<file path="src/rtl/exc_pkg.sv">
// ---------------------------------------------------------------------------
// exc_pkg
// Shared definitions for the exception controller slice.
//   excState_t       : controller state encoding
//   EXC_OVERFLOW     : cause index of arithmetic overflow
//   EXC_OPCODE       : cause index of invalid opcode
//   DEFAULT_VEC_BASE : default byte address of the vector table
//   causeWidth()     : index width for a given cause count (never below 1)
// ---------------------------------------------------------------------------
package exc_pkg;

   typedef enum logic [2:0] {
      IDLE    = 3'd0,
      FETCH   = 3'd1,
      WAIT    = 3'd2,
      JUMP    = 3'd3,
      HANDLER = 3'd4,
      RETURN  = 3'd5
   } excState_t;

   localparam int EXC_OVERFLOW = 0;
   localparam int EXC_OPCODE   = 1;

   localparam logic [31:0] DEFAULT_VEC_BASE = 32'd252;

   // A single cause still needs a one-bit index so the cause register exists.
   function automatic int causeWidth(input int numCauses);
      return (numCauses <= 1) ? 1 : $clog2(numCauses);
   endfunction

endpackage

</file>
<file path="src/rtl/exception_ctrl_if.sv">
// ---------------------------------------------------------------------------
// exception_ctrl_if
// Bundles the exception controller's request, memory and PC-control signals.
//   master : CPU/memory side (drives requests, rfe, enable writes, read data)
//   slave  : exception controller (drives vector reads, PC loads, status)
// ---------------------------------------------------------------------------
interface exception_ctrl_if #(
   parameter int WIDTH      = 32,
   parameter int NUM_CAUSES = 4
);

   logic [NUM_CAUSES-1:0] exc_req;
   logic [WIDTH-1:0]      exc_pc;
   logic                  rfe;
   logic                  en_we;
   logic [NUM_CAUSES-1:0] en_data;
   logic [WIDTH-1:0]      mem_rdata;

   logic                  vec_rd;
   logic [WIDTH-1:0]      vec_addr;
   logic                  pc_load;
   logic [WIDTH-1:0]      pc_value;
   logic                  stall;
   logic                  in_exc;
   logic [WIDTH-1:0]      epc;
   logic [WIDTH-1:0]      cause;
   logic [NUM_CAUSES-1:0] pending;

   modport master (
      output exc_req, exc_pc, rfe, en_we, en_data, mem_rdata,
      input  vec_rd, vec_addr, pc_load, pc_value, stall, in_exc, epc, cause, pending
   );

   modport slave (
      input  exc_req, exc_pc, rfe, en_we, en_data, mem_rdata,
      output vec_rd, vec_addr, pc_load, pc_value, stall, in_exc, epc, cause, pending
   );

endinterface

</file>
<file path="src/rtl/exc_prio_enc.sv">
// ---------------------------------------------------------------------------
// exc_prio_enc
// Lowest-index-wins priority encoder.
//   requests : candidate request vector
//   valid    : at least one request bit set
//   index    : position of the lowest set bit (0 when none)
// ---------------------------------------------------------------------------
module exc_prio_enc #(
   parameter int N  = 4,
   parameter int IW = 2
) (
   input  logic [N-1:0]  requests,
   output logic          valid,
   output logic [IW-1:0] index
);

   // Scan from the top down so the lowest set bit is the last one written.
   always_comb begin
      valid = 1'b0;
      index = '0;
      for (int i = N - 1; i >= 0; i--) begin
         if (requests[i]) begin
            valid = 1'b1;
            index = IW'(i);
         end
      end
   end

endmodule

</file>
<file path="src/rtl/exception_ctrl.sv">
// ---------------------------------------------------------------------------
// exception_ctrl
// Accepts exception requests, fetches the handler address from a vector
// table, redirects the PC to it and later returns to the faulting PC.
//   clock : system clock, rising edge
//   reset : asynchronous active-high reset
//   bus   : exception_ctrl_if.slave (requests, enable writes, vector memory
//           read, PC load, stall, in_exc, epc, cause, pending)
// ---------------------------------------------------------------------------
module exception_ctrl
   import exc_pkg::*;
#(
   parameter int                    WIDTH      = 32,
   parameter int                    NUM_CAUSES = 4,
   parameter logic [WIDTH-1:0]      VEC_BASE   = WIDTH'(DEFAULT_VEC_BASE),
   parameter int                    MEM_LAT    = 1,
   parameter logic [NUM_CAUSES-1:0] EN_RESET   = '1
) (
   input  logic             clock,
   input  logic             reset,
   exception_ctrl_if.slave  bus
);

   localparam int         CW       = causeWidth(NUM_CAUSES);
   localparam logic [1:0] LAST_CNT = 2'(MEM_LAT - 1);

   excState_t             rState;
   logic [NUM_CAUSES-1:0] rPending;
   logic [NUM_CAUSES-1:0] rEnable;
   logic [WIDTH-1:0]      rEpc;
   logic [CW-1:0]         rCause;
   logic [WIDTH-1:0]      rHandler;
   logic [1:0]            rWaitCnt;

   logic [NUM_CAUSES-1:0] wCandidates;
   logic                  wCandValid;
   logic [CW-1:0]         wCandIndex;
   logic                  wAccept;
   logic [NUM_CAUSES-1:0] wAcceptMask;
   logic [WIDTH-1:0]      wVecAddr;

   // Requests arriving this cycle compete alongside the sticky ones.
   assign wCandidates = (rPending | bus.exc_req) & rEnable;
   assign wAccept     = (rState == IDLE) && wCandValid;
   assign wAcceptMask = wAccept ? (NUM_CAUSES'(1) << wCandIndex) : '0;
   assign wVecAddr    = VEC_BASE + (WIDTH'(rCause) << 2);

   exc_prio_enc #(
      .N  (NUM_CAUSES),
      .IW (CW)
   ) prioEnc (
      .requests (wCandidates),
      .valid    (wCandValid),
      .index    (wCandIndex)
   );

   // Pending bits accumulate every cycle and only the accepted bit is dropped;
   // enable writes land on the next edge regardless of controller state.
   always_ff @(posedge clock or posedge reset) begin
      if (reset) begin
         rPending <= '0;
         rEnable  <= EN_RESET;
      end else begin
         rPending <= (rPending | bus.exc_req) & ~wAcceptMask;
         if (bus.en_we) begin
            rEnable <= bus.en_data;
         end
      end
   end

   // Sequencer: accept in IDLE, read the vector entry, jump, run the handler
   // until rfe, then return to the saved PC. epc/cause only change on accept.
   always_ff @(posedge clock or posedge reset) begin
      if (reset) begin
         rState   <= IDLE;
         rEpc     <= '0;
         rCause   <= '0;
         rHandler <= '0;
         rWaitCnt <= '0;
      end else begin
         case (rState)
            IDLE: begin
               if (wAccept) begin
                  rEpc   <= bus.exc_pc;
                  rCause <= wCandIndex;
                  rState <= FETCH;
               end
            end
            FETCH: begin
               rWaitCnt <= '0;
               rState   <= WAIT;
            end
            WAIT: begin
               if (rWaitCnt == LAST_CNT) begin
                  rHandler <= bus.mem_rdata;
                  rState   <= JUMP;
               end else begin
                  rWaitCnt <= rWaitCnt + 2'd1;
               end
            end
            JUMP: begin
               rState <= HANDLER;
            end
            HANDLER: begin
               if (bus.rfe) begin
                  rState <= RETURN;
               end
            end
            RETURN: begin
               rState <= IDLE;
            end
            default: begin
               rState <= IDLE;
            end
         endcase
      end
   end

   // Strobes and their data buses are decoded purely from the state so the
   // data lines read zero whenever their strobe is low.
   always_comb begin
      bus.vec_rd   = 1'b0;
      bus.vec_addr = '0;
      bus.pc_load  = 1'b0;
      bus.pc_value = '0;
      bus.stall    = 1'b0;
      bus.in_exc   = 1'b0;
      case (rState)
         FETCH, WAIT: begin
            bus.vec_rd   = 1'b1;
            bus.vec_addr = wVecAddr;
            bus.stall    = 1'b1;
         end
         JUMP: begin
            bus.pc_load  = 1'b1;
            bus.pc_value = rHandler;
            bus.stall    = 1'b1;
         end
         RETURN: begin
            bus.pc_load  = 1'b1;
            bus.pc_value = rEpc;
            bus.stall    = 1'b1;
         end
         HANDLER: begin
            bus.in_exc = 1'b1;
         end
         default: begin
            bus.stall = 1'b0;
         end
      endcase
   end

   assign bus.epc     = rEpc;
   assign bus.cause   = WIDTH'(rCause);
   assign bus.pending = rPending;

endmodule
</file>
<file path="src/flat_wrapper.sv">
// flat-port wrapper written by rule: the top's interface ports become plain ports
module exception_ctrl_flat import exc_pkg::*;
#(
   parameter int                    WIDTH      = 32,
   parameter int                    NUM_CAUSES = 4,
   parameter logic [WIDTH-1:0]      VEC_BASE   = WIDTH'(DEFAULT_VEC_BASE),
   parameter int                    MEM_LAT    = 1,
   parameter logic [NUM_CAUSES-1:0] EN_RESET   = '1
)
  (clock, reset, bus_exc_req, bus_exc_pc, bus_rfe, bus_en_we, bus_en_data, bus_mem_rdata, bus_vec_rd, bus_vec_addr, bus_pc_load, bus_pc_value, bus_stall, bus_in_exc, bus_epc, bus_cause, bus_pending);
  exception_ctrl_if #(.WIDTH(WIDTH), .NUM_CAUSES(NUM_CAUSES)) bus_i ();
  input  logic clock;
  input  logic reset;
  input wire logic [$bits(bus_i.exc_req)-1:0] bus_exc_req;
  input wire logic [$bits(bus_i.exc_pc)-1:0] bus_exc_pc;
  input wire logic [$bits(bus_i.rfe)-1:0] bus_rfe;
  input wire logic [$bits(bus_i.en_we)-1:0] bus_en_we;
  input wire logic [$bits(bus_i.en_data)-1:0] bus_en_data;
  input wire logic [$bits(bus_i.mem_rdata)-1:0] bus_mem_rdata;
  output wire logic [$bits(bus_i.vec_rd)-1:0] bus_vec_rd;
  output wire logic [$bits(bus_i.vec_addr)-1:0] bus_vec_addr;
  output wire logic [$bits(bus_i.pc_load)-1:0] bus_pc_load;
  output wire logic [$bits(bus_i.pc_value)-1:0] bus_pc_value;
  output wire logic [$bits(bus_i.stall)-1:0] bus_stall;
  output wire logic [$bits(bus_i.in_exc)-1:0] bus_in_exc;
  output wire logic [$bits(bus_i.epc)-1:0] bus_epc;
  output wire logic [$bits(bus_i.cause)-1:0] bus_cause;
  output wire logic [$bits(bus_i.pending)-1:0] bus_pending;
  assign bus_i.exc_req = bus_exc_req;
  assign bus_i.exc_pc = bus_exc_pc;
  assign bus_i.rfe = bus_rfe;
  assign bus_i.en_we = bus_en_we;
  assign bus_i.en_data = bus_en_data;
  assign bus_i.mem_rdata = bus_mem_rdata;
  assign bus_vec_rd = bus_i.vec_rd;
  assign bus_vec_addr = bus_i.vec_addr;
  assign bus_pc_load = bus_i.pc_load;
  assign bus_pc_value = bus_i.pc_value;
  assign bus_stall = bus_i.stall;
  assign bus_in_exc = bus_i.in_exc;
  assign bus_epc = bus_i.epc;
  assign bus_cause = bus_i.cause;
  assign bus_pending = bus_i.pending;
  exception_ctrl #(.WIDTH(WIDTH), .NUM_CAUSES(NUM_CAUSES), .VEC_BASE(VEC_BASE), .MEM_LAT(MEM_LAT), .EN_RESET(EN_RESET)) u_core (.clock(clock), .reset(reset), .bus(bus_i));
endmodule
</file>
<file path="config.mk">
export PLATFORM = sky130hd
export DESIGN_NAME = exception_ctrl_flat
export DESIGN_NICKNAME = d
export VERILOG_FILES = /design/src/rtl/exc_pkg.sv /design/src/rtl/exception_ctrl_if.sv /design/src/rtl/exc_prio_enc.sv /design/src/rtl/exception_ctrl.sv /design/src/flat_wrapper.sv
export SDC_FILE = /design/constraint.sdc
export NUM_CORES = 1
export LEC_CHECK = 0
export ABC_CLOCK_PERIOD_IN_PS = 3050
export BUFFER_PORTS_ARGS = -buffer_cell sky130_fd_sc_hd__buf_2
export CAP_MARGIN = 20
export CORE_MARGIN = 5
export CORE_UTILIZATION = 45
export CTS_CLUSTER_SIZE = 10
export DETAILED_ROUTE_END_ITERATION = 8
export PLACE_DENSITY = 0.76
export SLEW_MARGIN = 40
export SYNTH_ARGS = -nofsm -noshare
export SYNTH_HDL_FRONTEND = slang
export SYNTH_SLANG_ARGS = --single-unit
</file>
<file path="constraint.sdc">
create_clock -name clock -period 3.05 [get_ports clock]
set_input_delay 0.4575 -clock clock [delete_from_list [all_inputs] [get_ports clock]]
set_output_delay 0.4575 -clock clock [all_outputs]
set_load 0.05 [all_outputs]
</file>
-- Word-level counts from Yosys, hierarchy flattened
Cells that the tools add are included.
Widths: inputs -> output; s select.
- flip-flop bits (word level): 79
- bits in latches: 0
- memory bits (writable): 0
- ROM bits: 0
- input bits: 76
- output and inout bits: 136
- word-level logic and storage cells: 55
- memories kept: 0
- add/sub/neg operators: 2
- $mul: 0
- divide/modulo/power cells: 0
- $lt $le $gt $ge: 0
- eq/ne operators: 9
- shift-type cells: 1
- muxes and demuxes: 21
- bitwise gates (word level): 4
- reductions and logical operators: 11
- operators by type and width (kind ; count):
    $pmux 32 s2 ; 1
    $mux 32 ; 1
    $pmux 3 s5 ; 1
    $mux 2 ; 5
    $add 8x4->9 const A ; 1
    $mux 3 ; 3
    $and 4x4->4 ; 2
    $mux 1 ; 8
    $eq 3x2->1 const B ; 2
    $eq 3x3->1 const B ; 2
    $reduce_and 2->1 ; 3
    $mux 4 ; 1
    $ne 2x1->1 const B ; 2
    $ne 2x2->1 const B ; 2
    $not 4->4 ; 1
    $or 4x4->4 ; 1
    $pmux 2 s2 ; 1
    $reduce_or 2->1 ; 2
    $reduce_or 4->1 ; 1
    $shl 1x2->4 const A ; 1
    $eq 3x1->1 const B ; 1
    $logic_not 3->1 ; 1
    $reduce_and 3->1 ; 1
    $add 2x1->2 const B ; 1
    other kinds (3) ; 3

-- Logic depth before layout (Yosys ltp)
Gate-level depths: netlist (run 1).
- depth after elaboration: 10
- depth in mapped cells: 6
- gate-level depth less buffers: 5

-- By module
A second synthesis (run 1) with hierarchy kept.
- cells, all modules: 383
- area, all modules: 3983.8 um2
- by module, submodules not included (module ; instances ; cells an instance ; area each (um2) ; seq. area each (um2)):
    exception_ctrl ; 1 ; 376 ; 3948.8 ; 1981.9
    exc_prio_enc ; 1 ; 7 ; 35.0 ; 0.0

-- Least setup slack after synthesis (run 1)
No wires, ideal clock.
- path kind: register -> output
- start point: register u_core.rCause[0]
- end point: output bus_vec_addr[3]
- data arrival time: 1683 ps
- required time: 2592 ps
- slack: 909 ps
- stages on the path, launching flop included: 4
- path buffers: 0
- cell sequence: dfrtp_1 -> inv_1 -> ha_1 -> nor2_1
- longest elaborated chain between the ends: 2
- RTL lines (what ; RTL line ; text):
    start, declared ; exception_ctrl.sv:31 ; logic [CW-1:0] rCause;
    start signal, assigned ; exception_ctrl.sv:85 ; rCause <= wCandIndex;
    $add 8x4->9 ; exception_ctrl.sv:46 ; assign wVecAddr = VEC_BASE + (WIDTH'(rCause) << 2);
    $mux 32 ; exception_ctrl.sv:128 ; case (rState)
    end, declared ; flat_wrapper.sv:21 ; output wire logic [$bits(bus_i.vec_addr)-1:0] bus_vec_addr;
No other way between the ends.

-- Worst setup path in the final report (run 1)
- start point: register u_core.rState[0]
- end point: output bus_pc_value[8]
- longest elaborated chain between the ends: 2
- elaborated cells between the ends (all ways): 3
- those cells by class: 2 x eq/ne; 1 x mux
- RTL lines (what ; RTL line ; text):
    start, declared ; exception_ctrl.sv:27 ; excState_t rState;
    start signal, assigned ; exception_ctrl.sv:75 ; rState <= IDLE;
    start signal, assigned ; exception_ctrl.sv:86 ; rState <= FETCH;
    start signal, assigned ; exception_ctrl.sv:91 ; rState <= WAIT;
    $eq 3x3->1 or $eq 3x2->1 (tied branches) ; exception_ctrl.sv:128 ;
    $pmux 32 s2 (*) ; exception_ctrl.sv:128 ;
    end, declared ; flat_wrapper.sv:23 ; output wire logic [$bits(bus_i.pc_value)-1:0] bus_pc_value;
Every way passes the cells marked *; elsewhere a longest branch is shown, timed or not.

==> flow_metrics.env, run 1 <==
export IMPL_finalCoreUtilization_pct=55.5
export IMPL_num_vias=2836
export IMPL_io_buffers=156
export IMPL_nNetsFinal=545
export IMPL_synth_compound_gate_area_share_pct=11.2
export IMPL_worstPathCellList="and3_1 -> buf_4 -> a22o_1 -> buf_2"
export IMPL_n_fill_cell=739
export IMPL_initial_utilization_pct=45.7
export IMPL_reg2regPathDepth=4
export IMPL_fmax_mhz=399
export IMPL_dr_wl_met3_mm=1.17
export IMPL_wl_per_cell_um=16.3
export IMPL_synth_most_common_cell="dfrtp_1"
export IMPL_ys_top_cells_by_area="dfrtp_1 (48%), mux2_2 (17%), buf_4 (11%)"
export IMPL_cts_resized_gates=0
export IMPL_syn_instance_count=314
export IMPL_cts_tree="built"
export IMPL_synth_simple_area_share_pct=3.52
export IMPL_clock_skew_ns=0.0115
export IMPL_grt_overflow=0
export IMPL_cpPeakStageDelay_ns=0.60
export IMPL_ys_flop_type="dfrtp_1"
export IMPL_yosysWarnings=0
export IMPL_worstMarginPinSlew_ns=0.701
export IMPL_wl_met1_mm=3.60
export IMPL_synth_cell_types=37
export IMPL_timing_rr_end="u_core.bus.epc[9]$_DFFE_PP0P_"
export IMPL_pin_count=212
export IMPL_worstHoldPathType="input pin to async pin"
export IMPL_crit_family="buffers and inverters"
export IMPL_htreeDepth=3
export IMPL_grt_pass1_wl_mm=15.3
export IMPL_cts_buffers_inserted=9
export IMPL_ys_async_sr_fraction_pct=100
export IMPL_synth_commonest_cells="dfrtp_1 (75), mux2_2 (60), buf_4 (58)"
export IMPL_die_w_um=104
export IMPL_critPathRequiredTime_ns=2.59
export IMPL_antennaDiodeCount=0
export IMPL_place_gp_congestion=0.781
export IMPL_finalWirelength_mm=9.45
export IMPL_drv_cap=0
export IMPL_cts_sinks=79
export IMPL_slew_headroom_pct=52.7
export IMPL_synth_seq_cells=79
export IMPL_setup_viol=0
export IMPL_drive_gt1_share_pct=53.4
export IMPL_core_region_area_mm2=0.00864
export IMPL_drc=0
export IMPL_dp_final_hpwl_mm=6.88
export IMPL_critical_path_max_fanout=33
export IMPL_cts_setup_buffers=0
export IMPL_synth_edf_count=0
export IMPL_synthXorXnorAreaFrac_pct=0.222
export IMPL_avgSynthCellArea_um2=12.6
export IMPL_cts_hold_buf=0
export IMPL_die_area_mm2=0.0107
export IMPL_dr_wl_met2_mm=4.57
export IMPL_first_iter_violations=82
export IMPL_synth_top_area_cell="dfrtp_1"
export IMPL_firstDrtPassIters=4
export IMPL_clk_latency_ns=0.34
export IMPL_cp_end_kind="primary output"
export IMPL_yosysTopAreaCellShare_pct=47.6
export IMPL_grt_antenna_before_repair=0
export IMPL_synth_top_family_by_area="multiplexers"
export IMPL_hold_ws_ns=0.175
export IMPL_final_period_utilization_pct=82.1
export IMPL_routed_via_density=4.89
export IMPL_hold_viol=0
export IMPL_area_growth_pct=21.5
export IMPL_period_needed_ns=2.50
export IMPL_rows=34
export IMPL_path_buf_inv=2
export IMPL_antenna_left=0
export IMPL_die_h_um=104
export IMPL_r2r_slack_ns=0.91
export IMPL_setup_tns_ns=0
export IMPL_grt_max_degree=80
export IMPL_status="complete, no violations"
export IMPL_first_global_vias=3044
export IMPL_cts_buffer_depth=2
export IMPL_syn_area_mm2=0.00395
export IMPL_cp_data_arrival_time_ns=2.05
export IMPL_rr_startpoint="u_core.rState[0]$_DFFE_PP0P_"
export IMPL_rsz0062_at_grt="no"
export IMPL_synth_mux_area_share_pct=19.9
export IMPL_cts_root_buffer="clkbuf_8"
export IMPL_slew_viol_final=0
export IMPL_clkTransAtPathRegs_ns=0.09
export IMPL_cp_slowest_cell="dfrtp_1"
export IMPL_highest_layer="met4"
export IMPL_synth_fa_ha_area_share_pct=0.634
export IMPL_ys_seq_area_share_pct=50.2
export IMPL_grtUsageTotal_pct=17.4
export IMPL_path_class="register to primary output"
export IMPL_start_kind="register"
[kinds of logic (layout without fill, tap and decap cells)]
group                      after synthesis  after routing
DFF                                     79             79
adders and majority gates                2              2
buffers and inverters                   82            186
other                                    1             55
AOI/OAI and AO/OA                       54             54
muxes                                   69             69
xor gates and xnor gates                 1              1
and+or+nand+nor                         26             26
[placed cells by master (no fill, tap or decap), types with 2 or more instances in the layout]
cell	count
o21ai_0	4
nor3_1	2
clkinvlp_4	3
dfstp_2	4
conb_1	55
nor2_1	8
o2bb2ai_1	2
and3_1	2
inv_1	6
a2bb2oi_1	2
a22o_1	32
nor2b_1	2
and2_1	2
nand2_1	3
ha_1	2
mux2_2	60
clkbuf_8	11
buf_2	156
a21oi_1	5
nand2b_1	2
dfrtp_1	75
mux2_4	2
a31oi_1	3
or2_2	2
mux2_1	6
buf_4	5
[worst reg2reg max path, cell delays in order, from the launching register on]
cell and delay (ns):
dfrtp_1 0.53, or3_4 0.48, a41oi_4 0.18, buf_4 0.42, mux2_2 0.43
[per-stage QoR]
step	cells	instance area (µm²)	setup slack [ns]
6_report	580	4790	0.546
5_1_grt	580	4790	0.421
4_1_cts	580	4790	0.526
3_5_place_dp	564	4600	0.919
3_3_place_gp	564	4600	0.962
2_1_floorplan	368	4150	0.576
[per-layer routing]
layer	vias to the layer above	global-route usage (%)
met2	150	29.0
met5	-	0
met4	0	5.15
li1	1306	-
met3	9	7.90
met1	1371	20.0
[state kept, by name, summed over array words and instances, names as in the netlist]
name,cells
u_core.rHandler,32
u_core.bus.epc,32
u_core.bus.pending,4
u_core.rState,3
u_core.rEnable,4
u_core.rWaitCnt,2
u_core.rCause,2
[how the worst max path moves through the flow]
stage	cells after the start	slack [ns]	from	endpoint
3_3_place_gp	4	0.96	u_core.rState[0]$_DFFE_PP0P_	bus_pc_value[8]
5_1_grt	4	0.42	u_core.rState[0]$_DFFE_PP0P_	bus_pc_value[8]
3_5_place_dp	4	0.92	u_core.rState[0]$_DFFE_PP0P_	u_core.bus.epc[13]$_DFFE_PP0P_
4_1_cts	4	0.53	u_core.rState[0]$_DFFE_PP0P_	bus_pc_value[8]
2_1_floorplan	1	0.58	reset	u_core.bus.epc[0]$_DFFE_PP0P_
6_report	4	0.55	u_core.rState[0]$_DFFE_PP0P_	bus_pc_value[8]
[area by class of cell]
class / instances / area (µm²) / area share [%]
sequential: 79 / 1980 / 41.4
multi-input combinational: 207 / 1610 / 33.7
timing repair buffer: 162 / 838 / 17.5
clock buffer: 11 / 151 / 3.16
tap: 108 / 135 / 2.82
clock inverter: 5 / 40.0 / 0.836
inverter: 8 / 31.3 / 0.653
Power of run 1 is left out: the tool's default activity adds up to more than one toggle a clock period on the data nets, which glitch-free logic cannot reach.
==> run 2: changes to the inputs <==
- ABC_AREA: unset -> 1
- ABC_CLOCK_PERIOD_IN_PS: 3050 -> 2300
- CORE_UTILIZATION: 45 -> 41
- PLACE_DENSITY: 0.76 -> 0.73
- clock period: 3.05 -> 2.3 ns (I/O delays scaled with it)
==> flow_metrics.env, run 2 <==
export IMPL_slew_headroom_pct=63.3
export IMPL_drc=0
export IMPL_cts_resized_gates=0
export IMPL_io_buffers=156
export IMPL_grt_max_degree=41
export IMPL_die_h_um=109
export IMPL_synth_cell_types=23
export IMPL_clk_latency_ns=0.35
export IMPL_cts_root_buffer="clkbuf_8"
export IMPL_syn_area_mm2=0.00404
export IMPL_setup_tns_ns=0
export IMPL_cp_data_arrival_time_ns=1.78
export IMPL_syn_instance_count=504
export IMPL_cts_setup_buffers=0
export IMPL_pin_count=212
export IMPL_cts_hold_buf=1
export IMPL_final_period_utilization_pct=92.5
export IMPL_critical_path_max_fanout=5
export IMPL_layout_commonest_cell="buf_2"
export IMPL_worstHoldPathType="input pin to register"
export IMPL_holdPathStages=3
export IMPL_hold_viol=0
export IMPL_n_fill_cell=948
export IMPL_first_global_vias=3379
export IMPL_ys_seq_area_share_pct=49.1
export IMPL_num_vias=3496
export IMPL_antennaDiodeCount=0
export IMPL_vdd_drop_max_mv=0.827
export IMPL_firstDrtPassIters=4
export IMPL_path_class="register to primary output"
export IMPL_slew_viol_final=0
export IMPL_htreeDepth=3
export IMPL_cp_end_kind="primary output"
export IMPL_ys_flop_type="dfrtp_1"
export IMPL_place_gp_congestion=0.791
export IMPL_seq_area_mm2=0.00198
export IMPL_cts_buffer_depth=2
export IMPL_wl_per_cell_um=12.9
export IMPL_reg2regPathDepth=8
export IMPL_cts_tree="built"
export IMPL_cts_buffers_inserted=9
export IMPL_ys_async_sr_fraction_pct=100
export IMPL_p_per_area_mw_per_mm2=1660
export IMPL_yosysTopAreaCellShare_pct=46.5
export IMPL_nNetsFinal=736
export IMPL_drive_gt1_share_pct=28.4
export IMPL_r2r_slack_ns=0.52
export IMPL_core_region_area_mm2=0.00968
export IMPL_avgSynthCellArea_um2=8.02
export IMPL_die_w_um=109
export IMPL_ys_top_cells_by_area="dfrtp_1 (46%), nand2_1 (14%), buf_4 (12%)"
export IMPL_critPathRequiredTime_ns=1.96
export IMPL_final_cell_mix="buf_2 (156), nand2_1 (152), inv_1 (81), dfrtp_1 (75), conb_1 (55)"
export IMPL_rsz0062_at_grt="no"
export IMPL_first_iter_violations=169
export IMPL_setup_viol=0
export IMPL_area_growth_pct=20.8
export IMPL_synth_top_area_cell="dfrtp_1"
export IMPL_period_needed_ns=2.13
export IMPL_yosysWarnings=0
export IMPL_rows=36
export IMPL_clock_skew_ns=0.00938
export IMPL_final_setup_worst_slack_ns=0.173
export IMPL_synth_commonest_cells="nand2_1 (152), inv_1 (82), dfrtp_1 (75)"
export IMPL_worstMarginPinSlew_ns=0.550
export IMPL_multi_input_area_mm2=0.00139
export IMPL_routed_via_density=4.39
export IMPL_synth_edf_count=0
export IMPL_synth_seq_cells=79
export IMPL_synth_most_common_cell="nand2_1"
export IMPL_cts_sinks=79
export IMPL_fmax_mhz=470
export IMPL_leakage_uw=0.00284
export IMPL_die_area_mm2=0.0119
export IMPL_clkTransAtPathRegs_ns=0.07
export IMPL_grt_antenna_before_repair=0
export IMPL_dp_slack_ns=0.516
export IMPL_grt_pass1_wl_mm=15.9
export IMPL_grtUsageTotal_pct=17.2
export IMPL_finalWirelength_mm=10.3
export IMPL_start_kind="register"
export IMPL_grt_overflow=0
export IMPL_antenna_left=0
export IMPL_drv_cap=0
export IMPL_dp_final_hpwl_mm=7.85
export IMPL_initial_utilization_pct=41.7
export IMPL_status="complete, no violations"
-- run 2: cell count changes after synthesis, moves of 4 or more --
| cell | previous run | this run |
|---|---|---|
| a22o_1 | 32 | 0 |
| nor2_1 | 9 | 18 |
| o21ai_0 | 4 | 40 |
| mux2_1 | 6 | 0 |
| nand2_1 | 3 | 152 |
| a21oi_1 | 5 | 1 |
| mux2_2 | 60 | 0 |
| inv_1 | 7 | 82 |
| nand3_1 | 0 | 7 |
| o22ai_1 | 0 | 33 |
| buf_4 | 58 | 63 |
-- run 2: logic make-up after synthesis --
group	Yosys count	share of synthesized area, %
AND/OR/NAND/NOR	182	17.9
buffers and inverters	163	21.7
flip-flops	79	49.1
AO/OA/AOI/OAI	77	10.6
adder cells (fa/ha/maj)	2	0.619
other	1	0.0928
-- run 2: area by class of cell --
class                   count  area share, %
repair buffers            166           17.8
flip-flops and latches     79           40.6
well taps                 133           3.41
inverters                  86           6.69
multi-input cells         316           28.4
clock buffers              15           3.00
clock inverters             1          0.103
-- run 2: where the power goes --
group          internal [µW]  leakage (µW)  switching (µW)  total [µW]
combinational           1050       0.00180            3810        4860
sequential              2020      0.000961             359        2370
clock                    394     0.0000757             475         869
-- run 2: per-stage QoR --
stage	std cells	power [µW]	hold slack [ns]	area, µm²	util, %
floorplan	558	6330	0.419	4250	-
global placement	779	7180	0.277	4720	48.7
detailed placement	779	7290	0.273	4720	48.7
CTS	796	8180	0.173	4880	50.4
global route	796	8660	0.178	4880	50.4
finish	796	8100	0.189	4880	50.4
-- run 2: worst paths after layout --
| path | start | endpoint |
|---|---|---|
| worst max register to register | u_core.rEnable[3]$_DFFE_PP1P_ | u_core.bus.epc[0]$_DFFE_PP0P_ |
| worst max-delay path | u_core.rState[2]$_DFFE_PP0P_ | bus_vec_addr[5] |
| worst min-delay path | bus_exc_pc[9] | u_core.bus.epc[9]$_DFFE_PP0P_ |
| max in group asynchronous | reset | u_core.bus.epc[29]$_DFFE_PP0P_ |
| min in group asynchronous | reset | u_core.bus.epc[17]$_DFFE_PP0P_ |
| worst min register to register | u_core.rEnable[2]$_DFFE_PP1P_ | u_core.rEnable[2]$_DFFE_PP1P_ |
-- run 2: layer usage --
metal	up-vias	wire, µm	GRT usage [%]
met1	1614	4380	21.3
li1	1740	-	-
met2	136	5100	29.6
met5	-	0	0
met3	6	689	3.91
met4	0	108	5.52
-- run 2: critical path: stages, from the launching register on --
cell and delay, ns:
dfrtp_1 0.40, inv_2 0.09, nand2_1 0.08, nor2_2 0.14
inv_2 0.09, nand2_1 0.10, inv_1 0.11, nor2_2 0.14
buf_2 0.29
No activity file was read; power rests on OpenSTA's default activity.
==> run 3: changes to the inputs <==
- ABC_CLOCK_PERIOD_IN_PS: 2300 -> 2330
- CORE_UTILIZATION: 41 -> 46
- PLACE_DENSITY: 0.73 -> 0.77
- clock period: 2.3 -> 2.33 ns (I/O delays scaled with it)
==> flow_metrics.env, run 3 (synthesis gave the netlist of run 2 again) <==
export IMPL_wl_per_cell_um=13.1
export IMPL_cp_end_kind="primary output"
export IMPL_finalWirelength_mm=10.1
export IMPL_die_area_mm2=0.0108
export IMPL_seq_area_mm2=0.00198
export IMPL_routed_via_density=4.51
export IMPL_io_buffers=156
export IMPL_place_gp_congestion=0.799
export IMPL_htreeDepth=3
export IMPL_grt_pass1_wl_mm=16.4
export IMPL_vdd_drop_max_mv=0.720
export IMPL_comb_power_share_pct=58.2
export IMPL_clkTransAtPathRegs_ns=0.08
export IMPL_initial_utilization_pct=46.8
export IMPL_p_sw_share_pct=55.6
export IMPL_antenna_left=0
export IMPL_slew_headroom_pct=61.6
export IMPL_r2r_slack_ns=0.54
export IMPL_slew_viol_final=0
export IMPL_die_h_um=104
export IMPL_core_region_area_mm2=0.00864
export IMPL_netSwitchingPower_uw=4620
export IMPL_path_class="register to primary output"
export IMPL_area_growth_pct=21.6
export IMPL_hold_viol=0
export IMPL_grt_overflow=0
export IMPL_dp_slack_ns=0.492
export IMPL_die_w_um=104
export IMPL_cp_data_arrival_time_ns=1.84
export IMPL_cts_buffers_inserted=9
export IMPL_multi_input_area_mm2=0.00139
export IMPL_cts_sinks=79
export IMPL_drc=0
export IMPL_firstDrtPassIters=4
export IMPL_drv_cap=0
export IMPL_clk_latency_ns=0.34
export IMPL_p_clk_share_pct=13.5
export IMPL_finalPower_uw=8290
export IMPL_first_iter_violations=100
export IMPL_grt_max_degree=43
export IMPL_drive_gt1_share_pct=29.2
export IMPL_setup_viol=0
export IMPL_rows=34
export IMPL_cts_setup_buffers=0
export IMPL_n_fill_cell=785
export IMPL_worstMarginPinSlew_ns=0.575
export IMPL_num_vias=3465
export IMPL_status="complete, no violations"
export IMPL_p_int_uw=3680
export IMPL_critPathRequiredTime_ns=1.98
export IMPL_start_kind="register"
export IMPL_pin_count=212
export IMPL_final_setup_worst_slack_ns=0.141
export IMPL_cts_root_buffer="clkbuf_8"
export IMPL_dp_final_hpwl_mm=7.68
export IMPL_p_seq_share_pct=28.3
export IMPL_cts_tree="built"
export IMPL_period_needed_ns=2.19
export IMPL_p_per_area_mw_per_mm2=1690
export IMPL_grt_antenna_before_repair=0
export IMPL_setup_tns_ns=0
export IMPL_cts_buffer_depth=2
export IMPL_critical_path_max_fanout=5
export IMPL_final_period_utilization_pct=93.9
export IMPL_nNetsFinal=734
export IMPL_worstHoldPathType="input pin to async pin"
export IMPL_leakage_uw=0.00287
export IMPL_finalCoreUtilization_pct=56.9
export IMPL_final_cell_mix="nand2_1 (152), buf_2 (152), inv_1 (81), dfrtp_1 (75), conb_1 (55)"
export IMPL_rsz0062_at_grt="no"
export IMPL_grtUsageTotal_pct=18.3
export IMPL_clock_skew_ns=0.0107
export IMPL_fmax_mhz=457
export IMPL_antennaDiodeCount=0
export IMPL_first_global_vias=3479
run 3: cell types whose count changed in the layout (fill, tap and decap cells not counted), moves of 2 or more:
cell,previous run,this run
clkbuf_1,6,0
buf_2,156,152
clkbuf_4,0,4
bufinv_16,0,2
clkinv_2,1,3
run 3: path summary, 6_finish.rpt:
path,from,end,cells past startpoint
max in group asynchronous,reset,u_core.rEnable[2]$_DFFE_PP1P_,3
max reg2reg,u_core.rEnable[0]$_DFFE_PP1P_,u_core.bus.epc[12]$_DFFE_PP0P_,8
max,u_core.rState[2]$_DFFE_PP0P_,bus_vec_addr[5],8
min reg2reg,u_core.rEnable[2]$_DFFE_PP1P_,u_core.rEnable[2]$_DFFE_PP1P_,2
min in group clock,bus_exc_pc[26],u_core.bus.epc[26]$_DFFE_PP0P_,3
min,reset,u_core.bus.epc[17]$_DFFE_PP0P_,3
run 3: worst max-delay path, cell delays in order (launching register included):
cell and delay, ns:
dfrtp_1 0.42, inv_2 0.10, nand2_1 0.08, nor2_2 0.16, inv_2 0.09, nand2_1 0.10
inv_1 0.10, nor2_2 0.17, clkbuf_4 0.27
run 3: stage by stage:
stage	instance area [µm²]	std cells	hold slack [ns]
finish	4910	769	0.144
global placement	4680	753	0.462
detailed placement	4680	753	0.466
floorplan	4250	558	0.424
CTS	4900	769	0.139
global route	4910	769	0.176
run 3: cell type report:
class	instances	share of cell area, %
repair buffers	164	17.6
well taps	108	2.75
flip-flops and latches	79	40.3
clock buffers	10	2.80
inverters	86	6.65
clock inverters	6	1.71
multi-input cells	316	28.2
run 3: timing repair:
action | in CTS | in global routing
hold buffers | 0 | 0
setup endpoints to repair | 0 | 4
endpoints found under the hold margin | 0 | 0
gates resized for setup | 0 | 5
run 3: metal layers:
metal | part of all wire (%) | vias up | GRT usage [%]
met4 | 1.5 | 0 | 6.57
met5 | 0 | - | 0
met3 | 7.3 | 12 | 4.42
li1 | - | 1730 | -
met1 | 42 | 1585 | 22.0
met2 | 49 | 138 | 31.8
run 3: power groups by stage:
stage,logic [µW],clock network [µW],registers [µW]
finish,4830,1120,2350
global route,5200,1210,2420
CTS,4830,1150,2350
detailed placement,4820,0,2370
global placement,4730,0,2340
floorplan,2920,0,3330
